===== config.mk =====
export PLATFORM = sky130hd
export DESIGN_NAME = mem_ctrl
export DESIGN_NICKNAME = d
export VERILOG_FILES = /design/src/rtl/mem_pkg.sv /design/src/rtl/mem_ctrl_wait_timer.sv /design/src/rtl/mem_ctrl.sv
export SDC_FILE = /design/constraint.sdc
export NUM_CORES = 1
export LEC_CHECK = 0
export BUFFER_PORTS_ARGS = -buffer_cell sky130_fd_sc_hd__buf_2
export CAP_MARGIN = 25
export CORE_UTILIZATION = 44
export CTS_CLUSTER_DIAMETER = 40
export CTS_CLUSTER_SIZE = 14
export DETAILED_ROUTE_END_ITERATION = 12
export GPL_ROUTABILITY_DRIVEN = 0
export HOLD_SLACK_MARGIN = 0.12
export PLACE_DENSITY = 0.9
export SLEW_MARGIN = 20
export SYNTH_ARGS = -nofsm -noshare
export SYNTH_HDL_FRONTEND = slang
export SYNTH_SLANG_ARGS = --single-unit

===== constraint.sdc =====
create_clock -name clk -period 2.3 [get_ports clk]
set_clock_uncertainty 0.1 [all_clocks]
set_input_delay 0.46 -clock clk [delete_from_list [all_inputs] [get_ports clk]]
set_output_delay 0.46 -clock clk [all_outputs]
set_load 0.1 [all_outputs]

===== src/rtl/mem_pkg.sv =====
// mem_pkg: shared constants and state encoding for the memory controller.
`default_nettype none

package mem_pkg;

  localparam int DATA_W      = 32;
  localparam int DEF_ADDR_W  = 9;
  localparam int DEF_TIMEOUT = 16;

  localparam logic [2:0] ST_IDLE    = 3'd0;
  localparam logic [2:0] ST_RD_WAIT = 3'd1;
  localparam logic [2:0] ST_WR_WAIT = 3'd2;
  localparam logic [2:0] ST_DONE    = 3'd3;
  localparam logic [2:0] ST_ERR     = 3'd4;

  typedef enum logic [2:0] {
    IDLE    = ST_IDLE,
    RD_WAIT = ST_RD_WAIT,
    WR_WAIT = ST_WR_WAIT,
    DONE    = ST_DONE,
    ERR     = ST_ERR
  } state_t;

endpackage

`default_nettype wire


===== src/rtl/mem_ctrl_wait_timer.sv =====
// wait_timer: clearable wait counter; expired flags the last allowed wait cycle.
`default_nettype none

module wait_timer #(
  parameter int TIMEOUT = 16
) (
  input  logic clk,
  input  logic reset,
  input  logic clear,
  input  logic enable,
  output logic expired
);

  localparam int              CNT_W = $clog2(TIMEOUT + 1);
  localparam logic [CNT_W-1:0] LAST = CNT_W'(TIMEOUT - 1);

  logic [CNT_W-1:0] count;

  always_ff @(posedge clk) begin
    if (reset || clear) begin
      count <= '0;
    end else if (enable) begin
      count <= count + CNT_W'(1);
    end
  end

  assign expired = (count == LAST);

endmodule

`default_nettype wire


===== src/rtl/mem_ctrl.sv =====
// mem_ctrl: ready-handshake read/write sequencer between MAR/MDR and a
// variable-latency RAM, with timeout and illegal-request detection.
`default_nettype none

module mem_ctrl
  import mem_pkg::*;
#(
  parameter int ADDR_W  = DEF_ADDR_W,
  parameter int TIMEOUT = DEF_TIMEOUT
) (
  input  logic              clk,
  input  logic              reset,
  input  logic [31:0]       addr_in,
  input  logic [31:0]       wdata_in,
  input  logic              rd_req,
  input  logic              wr_req,
  output logic              busy,
  output logic              done,
  output logic              err,
  output logic [31:0]       rdata_out,
  output logic              read_sel,
  output logic              mdr_load,
  output logic [ADDR_W-1:0] mem_addr,
  output logic [31:0]       mem_wdata,
  output logic              mem_re,
  output logic              mem_we,
  input  logic              mem_ready,
  input  logic [31:0]       mem_rdata
);

  state_t              state, state_n;
  logic                done_n, err_n, read_sel_n, mdr_load_n;
  logic                mem_re_n, mem_we_n;
  logic [ADDR_W-1:0]   mem_addr_n;
  logic [31:0]         mem_wdata_n, rdata_n;
  logic                timer_clear, timer_en, expired;
  logic                addr_bad;

  assign addr_bad = (addr_in[31:ADDR_W] != '0);

  wait_timer #(.TIMEOUT(TIMEOUT)) u_timer (
    .clk     (clk),
    .reset   (reset),
    .clear   (timer_clear),
    .enable  (timer_en),
    .expired (expired)
  );

  always_comb begin
    state_n     = state;
    done_n      = 1'b0;
    err_n       = 1'b0;
    read_sel_n  = 1'b0;
    mdr_load_n  = 1'b0;
    mem_re_n    = mem_re;
    mem_we_n    = mem_we;
    mem_addr_n  = mem_addr;
    mem_wdata_n = mem_wdata;
    rdata_n     = rdata_out;
    timer_clear = 1'b0;
    timer_en    = 1'b0;

    case (state)
      IDLE: begin
        // Holding the timer clear here makes every WAIT entry start at zero.
        timer_clear = 1'b1;
        if (rd_req || wr_req) begin
          if ((rd_req && wr_req) || addr_bad) begin
            state_n = ERR;
            done_n  = 1'b1;
            err_n   = 1'b1;
          end else if (rd_req) begin
            state_n    = RD_WAIT;
            mem_addr_n = addr_in[ADDR_W-1:0];
            mem_re_n   = 1'b1;
          end else begin
            state_n     = WR_WAIT;
            mem_addr_n  = addr_in[ADDR_W-1:0];
            mem_wdata_n = wdata_in;
            mem_we_n    = 1'b1;
          end
        end
      end

      RD_WAIT: begin
        if (mem_ready) begin
          state_n    = DONE;
          mem_re_n   = 1'b0;
          rdata_n    = mem_rdata;
          done_n     = 1'b1;
          read_sel_n = 1'b1;
          mdr_load_n = 1'b1;
        end else if (expired) begin
          state_n  = ERR;
          mem_re_n = 1'b0;
          done_n   = 1'b1;
          err_n    = 1'b1;
        end else begin
          timer_en = 1'b1;
        end
      end

      WR_WAIT: begin
        if (mem_ready) begin
          state_n  = DONE;
          mem_we_n = 1'b0;
          done_n   = 1'b1;
        end else if (expired) begin
          state_n  = ERR;
          mem_we_n = 1'b0;
          done_n   = 1'b1;
          err_n    = 1'b1;
        end else begin
          timer_en = 1'b1;
        end
      end

      DONE, ERR: begin
        state_n = IDLE;
      end

      default: begin
        state_n  = IDLE;
        mem_re_n = 1'b0;
        mem_we_n = 1'b0;
      end
    endcase
  end

  // Outputs are registered from next-state values so they line up with state.
  always_ff @(posedge clk) begin
    if (reset) begin
      state     <= IDLE;
      busy      <= 1'b0;
      done      <= 1'b0;
      err       <= 1'b0;
      read_sel  <= 1'b0;
      mdr_load  <= 1'b0;
      mem_re    <= 1'b0;
      mem_we    <= 1'b0;
      mem_addr  <= '0;
      mem_wdata <= '0;
      rdata_out <= '0;
    end else begin
      state     <= state_n;
      busy      <= (state_n != IDLE);
      done      <= done_n;
      err       <= err_n;
      read_sel  <= read_sel_n;
      mdr_load  <= mdr_load_n;
      mem_re    <= mem_re_n;
      mem_we    <= mem_we_n;
      mem_addr  <= mem_addr_n;
      mem_wdata <= mem_wdata_n;
      rdata_out <= rdata_n;
    end
  end

endmodule

`default_nettype wire


==> impl_metrics.ini <==
[run_status]
status = finished clean

[cts]
worstSkewPairLatency_ps = 340
clk_pin_slew_worst_paths_ps = 100
postCtsResizedCells = 0
cts_root_buffer = clkbuf_8
cts.path.max_buffers = 2
cts_setup_buffers = 0
cts.sinks = 87
cts_hold_buf = 0
htree_levels = 3
cts_tree = yes
cts_made_buffers = 9

[yosys]
ys_seq_area_share_pct = 52.5
synthArstFlopShare_pct = 0
ys_ff_latch = 87
yosysTopAreaCellShare_pct = 52.5
ys_top_cells_by_area = dfxtp_1 52%, mux2i_1 13%, nand2_1 7.8%, nor2_1 6.2%, a21oi_1 5.4%
synth_cell_types = 36
yosysTopAreaCell = dfxtp_1
synth_nets = 463
ys_warn_count = 0
synth_cells = 360
ys.flop_type = dfxtp_1
syn_area_per_cell_um2 = 9.22
synth_edf_count = 0
synth_area_um2 = 3320

[global_route]
antenna_found_initial = 0
grt_pass1_wl_um = 11300
grt_pass1_vias = 2691
overflow = 0
track_usage_pct = 18.5
grt_max_degree = 39

[routing]
vias = 3087
post-route-drc-count = 0
wl_per_cell_um = 12.2
drtIter0Drc = 66
antenna_left = 0
wirelength_um = 7780
via_per_inst = 4.84
dr.pass1.iters = 4

[sta]
max_freq_ghz = 0.500
tns_ps = 0
fin_ws_ps = 298
finalMaxSlewViolations = 0
worstMarginPinSlew_ps = 506
maxSlewHeadroom_pct = 66.0
rsz0062_at_grt = false
finalHoldViolations = 0
period_share_pct = 87.0
hold_ws_ps = 239
setup_viol = 0
fin_crit_ps = 2000

[cells_and_area]
synthToLayoutAreaGrowth_pct = 35.4
layout_commonest_cell = buf_2
layout_common_cells = 180 x buf_2, 87 x dfxtp_1, 69 x nand2_1
antennaDiodeCount = 0
fin_nets = 637
stdcell_count = 638
drive_above_1_share_pct = 39.1
fill_cells = 615
multi_input_comb_area_um2 = 1420
seq_area_um2 = 1740

[critical_path]
max_stage_delay_ps = 410
rrSetupSlack_ps = 300
startpoint_type = flop
cp-end-kind = flop
timing.critical_path.buf_inv = 0
cpMaxStageDelayCell = nor4_4
worstPathArrival_ps = 2140
critPathTopFamily = simple AND/OR/NAND/NOR gates
worst_r2r_endpoint = u_timer.count[3]
path_cells = ha_1, and3_1, ha_1, nor4_4, nand4_1, xor2_1, nor2_1
critPathMaxFanout = 6
r2r-start = u_timer.count[0]
worst-r2r-cell-count = 7
required_ps = 2430
cp_common_cell = ha_1
crit_type = reg2reg

[placed_design]
hpwl_um = 5810
post-place-cells = 622
preCtsSetupSlack_ps = -32.0
io_buffer_count = 180

[floorplanning]
die_h_um = 88.8
ios = 181
die_w_um = 88.8
rows = 31
core_um2 = 7250
initial_core_util_pct = 45.7
fp.dieArea_um2 = 7890

[flow_run]
max-cap-violations = 0

[power_and_ir_drop]
total_power_uw = 2790
leakagePower_uw = 0.00201
vdd_drop_max_mv = 0.413
power_density_nw_per_um2 = 621

[hold_path]
whs_path_depth = 3
holdCritStartpoint = wdata_in[21]
hp-class = in2reg
hold_end = mem_wdata[21]
## worst min-delay path, cell delays in order
cell	delay [ps]
buf_2	80
mux2i_1	60
nor2_1	70
## cell families (layout without fill, tap and decap cells)
logic type,after synthesis,in the layout,synth area share [%]
AND/OR/NAND/NOR,149,149,19.9
flip-flops,87,87,52.5
buffers and inverters,28,207,5.09
adder cells (fa/ha/maj),2,2,0.754
XOR/XNOR,4,4,1.06
multiplexers,43,43,13.0
AO/OA/AOI/OAI,47,47,7.69
## stage by stage
step | area (um2) | utilization, %
2_1_floorplan | 3320 | -
3_3_place_gp | 4280 | 59.1
3_5_place_dp | 4280 | 59.1
4_1_cts | 4490 | 61.9
5_1_grt | 4490 | 61.9
6_report | 4490 | 61.9
## report_power, final
part	switching [uW]	internal (uW)	total (uW)
logic	100	81.3	181
registers	1.90	1510	1510
clock network	573	525	1100
## cell usage after synthesis (3+ instances only)
cell type,n
nand2_1,69
buf_12,3
a21oi_1,36
nand3_1,3
inv_1,3
clkbuf_1,16
dfxtp_1,87
nor2_1,55
buf_2,3
buf_4,3
mux2i_1,42
nor4_1,3
nor3_1,3
## how the worst max path moves through the flow
stage / from / end / slack, ps / depth (start not counted)
after floorplan: addr_in[16] / mem_wdata[2] / 340 / 7
after global placement: addr_in[16] / mem_wdata[18] / 40 / 7
after detailed placement: addr_in[16] / mem_wdata[19] / -30 / 7
after CTS: u_timer.count[0] / u_timer.count[3] / 280 / 7
after global routing: u_timer.count[0] / u_timer.count[3] / 180 / 7
final: u_timer.count[0] / u_timer.count[3] / 300 / 7
## per-layer routing
layer	global-route usage, %	wire length [um]	up-vias
li1	-	-	1545
met5	0	0	-
met4	4.69	27	0
met2	33.1	3820	127
met1	21.1	3270	1413
met3	6.16	662	2
## area by class of cell
class / count / area share (%)
Clock buffer: 9 / 2.76
Inverter: 3 / 0.251
Clock inverter: 7 / 1.89
Multi-Input combinational cell: 245 / 31.6
Sequential cell: 87 / 38.8
Timing Repair Buffer: 188 / 21.9
Tap cell: 99 / 2.76
## sequential cells by signal (all words and copies together) (netlist names)
register,cells
mem_wdata,32
rdata_out,32
mem_addr,9
u_timer.count,5
state,3
busy,1
done,1
err,1
mdr_load,1
mem_re,1
mem_we,1
Power figures use the tool's default switching activity.
